$ cat config.mk
export PLATFORM = sky130hd
export DESIGN_NAME = mem_port_arbiter_flat
export DESIGN_NICKNAME = d
export VERILOG_FILES = /design/src/rtl/mem_port_arbiter_if.sv /design/src/rtl/mem_port_arbiter.sv /design/src/flat_wrapper.sv
export SDC_FILE = /design/constraint.sdc
export NUM_CORES = 1
export LEC_CHECK = 0
export CAP_MARGIN = 20
export CORE_AREA = 2 2 108 110
export DETAILED_ROUTE_END_ITERATION = 8
export DIE_AREA = 0 0 110 112
export GPL_TIMING_DRIVEN = 0
export SLEW_MARGIN = 20
export SYNTH_ARGS = -nofsm -noshare
export SYNTH_HDL_FRONTEND = slang
export SYNTH_SLANG_ARGS = --single-unit
$ cat constraint.sdc
create_clock -name clk -period 2.1 [get_ports clk]
set_input_delay 0.525 -clock clk [delete_from_list [all_inputs] [get_ports clk]]
set_output_delay 0.525 -clock clk [all_outputs]
set_load 0.005 [all_outputs]
$ cat src/rtl/mem_port_arbiter_if.sv
// Requester and memory-side bundle for mem_port_arbiter.
// slave = arbiter view, master = core/memory environment view.
interface mem_port_arbiter_if #(
  parameter int ADDR_W = 32,
  parameter int DATA_W = 32
);
  localparam int BE_W = DATA_W / 8;

  logic              i_req;
  logic [ADDR_W-1:0] i_addr;
  logic              i_gnt;
  logic              i_rvalid;
  logic [DATA_W-1:0] i_rdata;

  logic              d_req;
  logic              d_we;
  logic [BE_W-1:0]   d_be;
  logic [ADDR_W-1:0] d_addr;
  logic [DATA_W-1:0] d_wdata;
  logic              d_gnt;
  logic              d_rvalid;
  logic [DATA_W-1:0] d_rdata;

  logic              mem_ready;
  logic              mem_req;
  logic              mem_we;
  logic [BE_W-1:0]   mem_be;
  logic [ADDR_W-3:0] mem_addr;
  logic [DATA_W-1:0] mem_wdata;
  logic [DATA_W-1:0] mem_rdata;

  modport slave (
    input  i_req, i_addr, d_req, d_we, d_be, d_addr, d_wdata, mem_ready, mem_rdata,
    output i_gnt, i_rvalid, i_rdata, d_gnt, d_rvalid, d_rdata,
           mem_req, mem_we, mem_be, mem_addr, mem_wdata
  );

  modport master (
    output i_req, i_addr, d_req, d_we, d_be, d_addr, d_wdata, mem_ready, mem_rdata,
    input  i_gnt, i_rvalid, i_rdata, d_gnt, d_rvalid, d_rdata,
           mem_req, mem_we, mem_be, mem_addr, mem_wdata
  );
endinterface

$ cat src/rtl/mem_port_arbiter.sv
// Fetch/data arbiter for a single-port memory with 1-cycle read latency.
// Optional MEM_ARB_TOHOST_SNOOP_EN adds a sticky tohost write snoop.
module mem_port_arbiter #(
  parameter int                ADDR_W       = 32,
  parameter int                DATA_W       = 32,
  parameter int unsigned       STARVE_LIMIT = 4,
  parameter logic [ADDR_W-1:0] TOHOST_ADDR  = 'h0000_1000
) (
  input  logic              clk,
  input  logic              reset,
  mem_port_arbiter_if.slave bus
`ifdef MEM_ARB_TOHOST_SNOOP_EN
  ,
  output logic              tohost_hit,
  output logic [DATA_W-1:0] tohost_data
`endif
);
  localparam int BE_W = DATA_W / 8;

  typedef enum logic [1:0] {OWN_NONE = 2'd0, OWN_I = 2'd1, OWN_D = 2'd2} owner_e;

  typedef struct packed {
    logic              we;
    logic [BE_W-1:0]   be;
    logic [ADDR_W-3:0] addr;
    logic [DATA_W-1:0] wdata;
  } mem_cmd_t;

  owner_e   owner_q, owner_d;
  logic [3:0] starve_cnt, starve_nxt;
  logic     win_d, win_i, i_gnt, d_gnt;
  mem_cmd_t cmd;
  logic     unused_addr_lsb;

  assign unused_addr_lsb = ^{bus.i_addr[1:0], bus.d_addr[1:0]};

  // Data wins unless fetch has been passed over STARVE_LIMIT times in a row.
  always_comb begin
    win_d = bus.d_req & (~bus.i_req | (starve_cnt < 4'(STARVE_LIMIT)));
    win_i = bus.i_req & ~win_d;
    d_gnt = win_d & bus.mem_ready & reset;
    i_gnt = win_i & bus.mem_ready & reset;
  end

  always_comb begin
    starve_nxt = starve_cnt;
    if (bus.mem_ready) begin
      if (!bus.i_req || i_gnt)                 starve_nxt = '0;
      else if (starve_cnt < 4'(STARVE_LIMIT))  starve_nxt = starve_cnt + 4'd1;
    end
  end

  always_ff @(posedge clk or negedge reset) begin
    if (!reset) starve_cnt <= '0;
    else        starve_cnt <= starve_nxt;
  end

  // Response owner FSM: state register / next state / outputs.
  always_ff @(posedge clk or negedge reset) begin
    if (!reset) owner_q <= OWN_NONE;
    else        owner_q <= owner_d;
  end

  always_comb begin
    owner_d = OWN_NONE;
    if (d_gnt)      owner_d = OWN_D;
    else if (i_gnt) owner_d = OWN_I;
  end

  always_comb begin
    bus.i_rvalid = (owner_q == OWN_I);
    bus.d_rvalid = (owner_q == OWN_D);
    bus.i_rdata  = (owner_q == OWN_I) ? bus.mem_rdata : '0;
    bus.d_rdata  = (owner_q == OWN_D) ? bus.mem_rdata : '0;
  end

  // Fetch is read-only and always full-word.
  always_comb begin
    if (win_d) cmd = '{we: bus.d_we, be: bus.d_be, addr: bus.d_addr[ADDR_W-1:2], wdata: bus.d_wdata};
    else       cmd = '{we: 1'b0, be: '1, addr: bus.i_addr[ADDR_W-1:2], wdata: '0};
  end

  assign bus.i_gnt     = i_gnt;
  assign bus.d_gnt     = d_gnt;
  assign bus.mem_req   = (bus.i_req | bus.d_req) & bus.mem_ready & reset;
  assign bus.mem_we    = cmd.we;
  assign bus.mem_be    = cmd.be;
  assign bus.mem_addr  = cmd.addr;
  assign bus.mem_wdata = cmd.wdata;

`ifdef MEM_ARB_TOHOST_SNOOP_EN
  always_ff @(posedge clk or negedge reset) begin
    if (!reset) begin
      tohost_hit  <= 1'b0;
      tohost_data <= '0;
    end else if (d_gnt && bus.d_we && bus.d_addr == TOHOST_ADDR && |bus.d_wdata) begin
      tohost_hit  <= 1'b1;
      tohost_data <= bus.d_wdata;
    end
  end
`endif
endmodule

$ cat src/flat_wrapper.sv
// flat-port wrapper written by rule: the top's interface ports become plain ports
module mem_port_arbiter_flat 
#(
  parameter int                ADDR_W       = 32,
  parameter int                DATA_W       = 32,
  parameter int unsigned       STARVE_LIMIT = 4,
  parameter logic [ADDR_W-1:0] TOHOST_ADDR  = 'h0000_1000
)
  (clk, reset, bus_i_req, bus_i_addr, bus_d_req, bus_d_we, bus_d_be, bus_d_addr, bus_d_wdata, bus_mem_ready, bus_mem_rdata, bus_i_gnt, bus_i_rvalid, bus_i_rdata, bus_d_gnt, bus_d_rvalid, bus_d_rdata, bus_mem_req, bus_mem_we, bus_mem_be, bus_mem_addr, bus_mem_wdata);
  mem_port_arbiter_if #(.ADDR_W(ADDR_W), .DATA_W(DATA_W)) bus_i ();
  input  logic clk;
  input  logic reset;
  input wire logic [$bits(bus_i.i_req)-1:0] bus_i_req;
  input wire logic [$bits(bus_i.i_addr)-1:0] bus_i_addr;
  input wire logic [$bits(bus_i.d_req)-1:0] bus_d_req;
  input wire logic [$bits(bus_i.d_we)-1:0] bus_d_we;
  input wire logic [$bits(bus_i.d_be)-1:0] bus_d_be;
  input wire logic [$bits(bus_i.d_addr)-1:0] bus_d_addr;
  input wire logic [$bits(bus_i.d_wdata)-1:0] bus_d_wdata;
  input wire logic [$bits(bus_i.mem_ready)-1:0] bus_mem_ready;
  input wire logic [$bits(bus_i.mem_rdata)-1:0] bus_mem_rdata;
  output wire logic [$bits(bus_i.i_gnt)-1:0] bus_i_gnt;
  output wire logic [$bits(bus_i.i_rvalid)-1:0] bus_i_rvalid;
  output wire logic [$bits(bus_i.i_rdata)-1:0] bus_i_rdata;
  output wire logic [$bits(bus_i.d_gnt)-1:0] bus_d_gnt;
  output wire logic [$bits(bus_i.d_rvalid)-1:0] bus_d_rvalid;
  output wire logic [$bits(bus_i.d_rdata)-1:0] bus_d_rdata;
  output wire logic [$bits(bus_i.mem_req)-1:0] bus_mem_req;
  output wire logic [$bits(bus_i.mem_we)-1:0] bus_mem_we;
  output wire logic [$bits(bus_i.mem_be)-1:0] bus_mem_be;
  output wire logic [$bits(bus_i.mem_addr)-1:0] bus_mem_addr;
  output wire logic [$bits(bus_i.mem_wdata)-1:0] bus_mem_wdata;
  assign bus_i.i_req = bus_i_req;
  assign bus_i.i_addr = bus_i_addr;
  assign bus_i.d_req = bus_d_req;
  assign bus_i.d_we = bus_d_we;
  assign bus_i.d_be = bus_d_be;
  assign bus_i.d_addr = bus_d_addr;
  assign bus_i.d_wdata = bus_d_wdata;
  assign bus_i.mem_ready = bus_mem_ready;
  assign bus_i.mem_rdata = bus_mem_rdata;
  assign bus_i_gnt = bus_i.i_gnt;
  assign bus_i_rvalid = bus_i.i_rvalid;
  assign bus_i_rdata = bus_i.i_rdata;
  assign bus_d_gnt = bus_i.d_gnt;
  assign bus_d_rvalid = bus_i.d_rvalid;
  assign bus_d_rdata = bus_i.d_rdata;
  assign bus_mem_req = bus_i.mem_req;
  assign bus_mem_we = bus_i.mem_we;
  assign bus_mem_be = bus_i.mem_be;
  assign bus_mem_addr = bus_i.mem_addr;
  assign bus_mem_wdata = bus_i.mem_wdata;
  mem_port_arbiter #(.ADDR_W(ADDR_W), .DATA_W(DATA_W), .STARVE_LIMIT(STARVE_LIMIT), .TOHOST_ADDR(TOHOST_ADDR)) u_core (.clk(clk), .reset(reset), .bus(bus_i));
endmodule
==> run metrics <==
Yosys reg bits=6; critical path's largest stage delay=0.51 ns; Routed WL per cell=~14 µm; Setup crit end kind=output pin; max-slew violation count=0; r2r startpoint=u_core.starve_cnt[2]; Initial Util=13.5%; synthesis-to-finish area growth=224%; Final WS setup=-0.0849 ns; Max-cap violations=0; hold crit path type=in2async; Final Critical Period=2.18 ns; Setup CP Type=reg2out; initial antenna violation count=0; Cell Area, Synth=0.00151 mm²; synthesized area per cell=8.19 µm²; status=complete, but fails checks; synth top area cells=mux2_4, and2_1, and3_1, dfrtp_1, clkbuf_1; Setup TNS=-2.48 ns; DRT Wirelength=8900 µm; pre-CTS setup slack=-0.847 ns; vias in the first global route=2550; FMAX=458 MHz; DRC errors left=0; post-synthesis sequential area ratio=under 10%; Core Area=0.0112 mm²; clock skew=0.00460 ns; cell leakage power=2.94 nW; # setup viols final=48; Avg Vias per Cell=between 3 and 4; area of the multi-input gates=0.00133 mm²; antenna-violating nets left=0; chip width=110 µm; Power Total=1.32 mW; final worst-path cycle share=104%; via count=2476; row cnt=39; global-route wire length before repair=12700 µm; Least-Margin Pin Slew=0.247 ns; ANT cells=0; clock sinks=6; GRT Overall Usage=13.2%; Final Non-Filler Cells=622; share of post-route cells with drive strength above 1=between 30 and 40%; CTS tree=built; Worst-Skew Late Latency=0.23 ns; Worst R2R End=u_core.starve_cnt[1]; maximum VDD drop=0.167 mV; RSZ-0062 raised after global routing=true; H-tree levels=1; CTS max path bufs=2; Root Driver=clkbuf_16; die height=112 µm; Mapped Nets=323; cell taking the most area after synthesis=mux2_4; CP cell instances=nor2b_4, buf_4, and2_1, clkdlybuf4s50_1; placed insts=596; highest-delay cell along the critical path=clkdlybuf4s50_1; Synthesis Warnings=0; initial drt markers=57; Yosys cell types=27; maximum number of pins on one net before global-route repair=13; failing checks=negative setup slack; gr ovfl total=0; nets@finish=620; worst-path maximum fanout=10; Mapped Cells=184; Yosys top cell area share=28.9%; most frequent cells in the layout=clkdlybuf4s50_1, and2_1, buf_6; Inserted Clock Buffers=3; I/O Buffers=269; R2R depth=8; CP startpoint kind=flip-flop; Final Hold Viols=0; Sequential Area=151 µm²; Final Core Density=43.7%; Cell Pwr Density=271 mW/mm²; hpwl dp=7270 µm; critical path arrival=between 1.5 and 2 ns; Placer Congestion=approximately 0.79; Filler Cell Count=about 1100; commonest non-fill, non-tap cell in the layout=clkdlybuf4s50_1; die area=0.0123 mm²; slew margin rel.=83.5%; worst path required time=1.57 ns; Reg2Reg Setup Slack=~0.48 ns; Top Ports=274; Clock transition at path regs=0.04 ns; TritonRoute pass-1 iters=3
-- cells by family (layout without fill, tap and decap cells) --
family	after synthesis	in the layout	synth area share [%]
mux	31	31	30.3
fa+ha+maj	1	1	0.830
simple gates	116	116	47.4
buf+inv	21	316	7.14
flops	6	6	9.96
compound gates	9	9	4.40
-- registers in the layout, indices dropped and copies added (netlist names) --
signal,cells
u_core.starve_cnt,4
u_core.owner_q,2
-- area by class of cell --
class / count / share of cell area [%]
sequential: 6 / 3.10
buffer: 15 / 3.54
timing repair buffer: 294 / 60.5
multi-input combinational: 157 / 27.3
tap: 143 / 3.67
clock buffer: 3 / 1.54
inverter: 4 / 0.308
-- metal layers --
layer / vias up / wire, µm / track usage [%]
met5: - / 0 / 0
met1: 1105 / 2980 / 13.2
met2: 151 / 4850 / 26.4
met3: 6 / 977 / 2.93
li1: 1214 / - / -
met4: 0 / 98 / 3.21
-- timing repair --
item                                    CTS  global route
hold endpoints to repair                  0             0
gates cloned                              7             0
endpoints found under the setup margin  136           122
gates resized for setup                 346            96
buffers inserted                         20             5
hold buffers                              0             0
pin swaps                                 6             3
-- how the worst max path moves through the flow --
| stage | startpoint | to | slack, ns | cells past startpoint |
|---|---|---|---|---|
| after floorplan | bus_i_req | bus_mem_addr[0] | 0.41 | 4 |
| after global placement | bus_i_req | bus_mem_addr[26] | -0.84 | 6 |
| after detailed placement | bus_i_req | bus_mem_addr[26] | -0.85 | 6 |
| after CTS | u_core.owner_q[0] | bus_d_rdata[10] | -0.23 | 4 |
| after global routing | u_core.owner_q[1] | bus_d_rdata[12] | -0.22 | 4 |
| final | u_core.owner_q[1] | bus_d_rdata[29] | -0.08 | 4 |
-- cells in the mapped netlist, drive strengths merged --
master	instances
and2	65
o211ai	1
o21a	1
nor2	5
dfrtp	6
nand2	3
o2111ai	1
inv	4
nor3b	3
buf	5
ha	1
o32ai	1
nor2b	2
mux2	30
and3	33
and4	1
o21ai	3
nand2b	4
clkbuf	12
a22oi	2
mux2i	1
-- power breakdown --
group	total, mW	internal (mW)	switching (mW)
clock network	0.309	0.244	0.0641
logic	0.879	0.621	0.259
registers	0.135	0.126	0.00894
-- metrics by stage --
stage,hold WS [ns],area (µm²)
after floorplan,0.229,1510
after global placement,0.495,4380
final,0.253,4880
after detailed placement,0.499,4380
after CTS,0.256,4850
after global routing,0.269,4880
-- critical path, delay by kind of cell, from the launching register on --
family | cells | cell delay, ns
buf+inv | 2 | 0.69
simple gates | 2 | 0.36
flops | 1 | 0.38
Power figures use the tool's default switching activity.
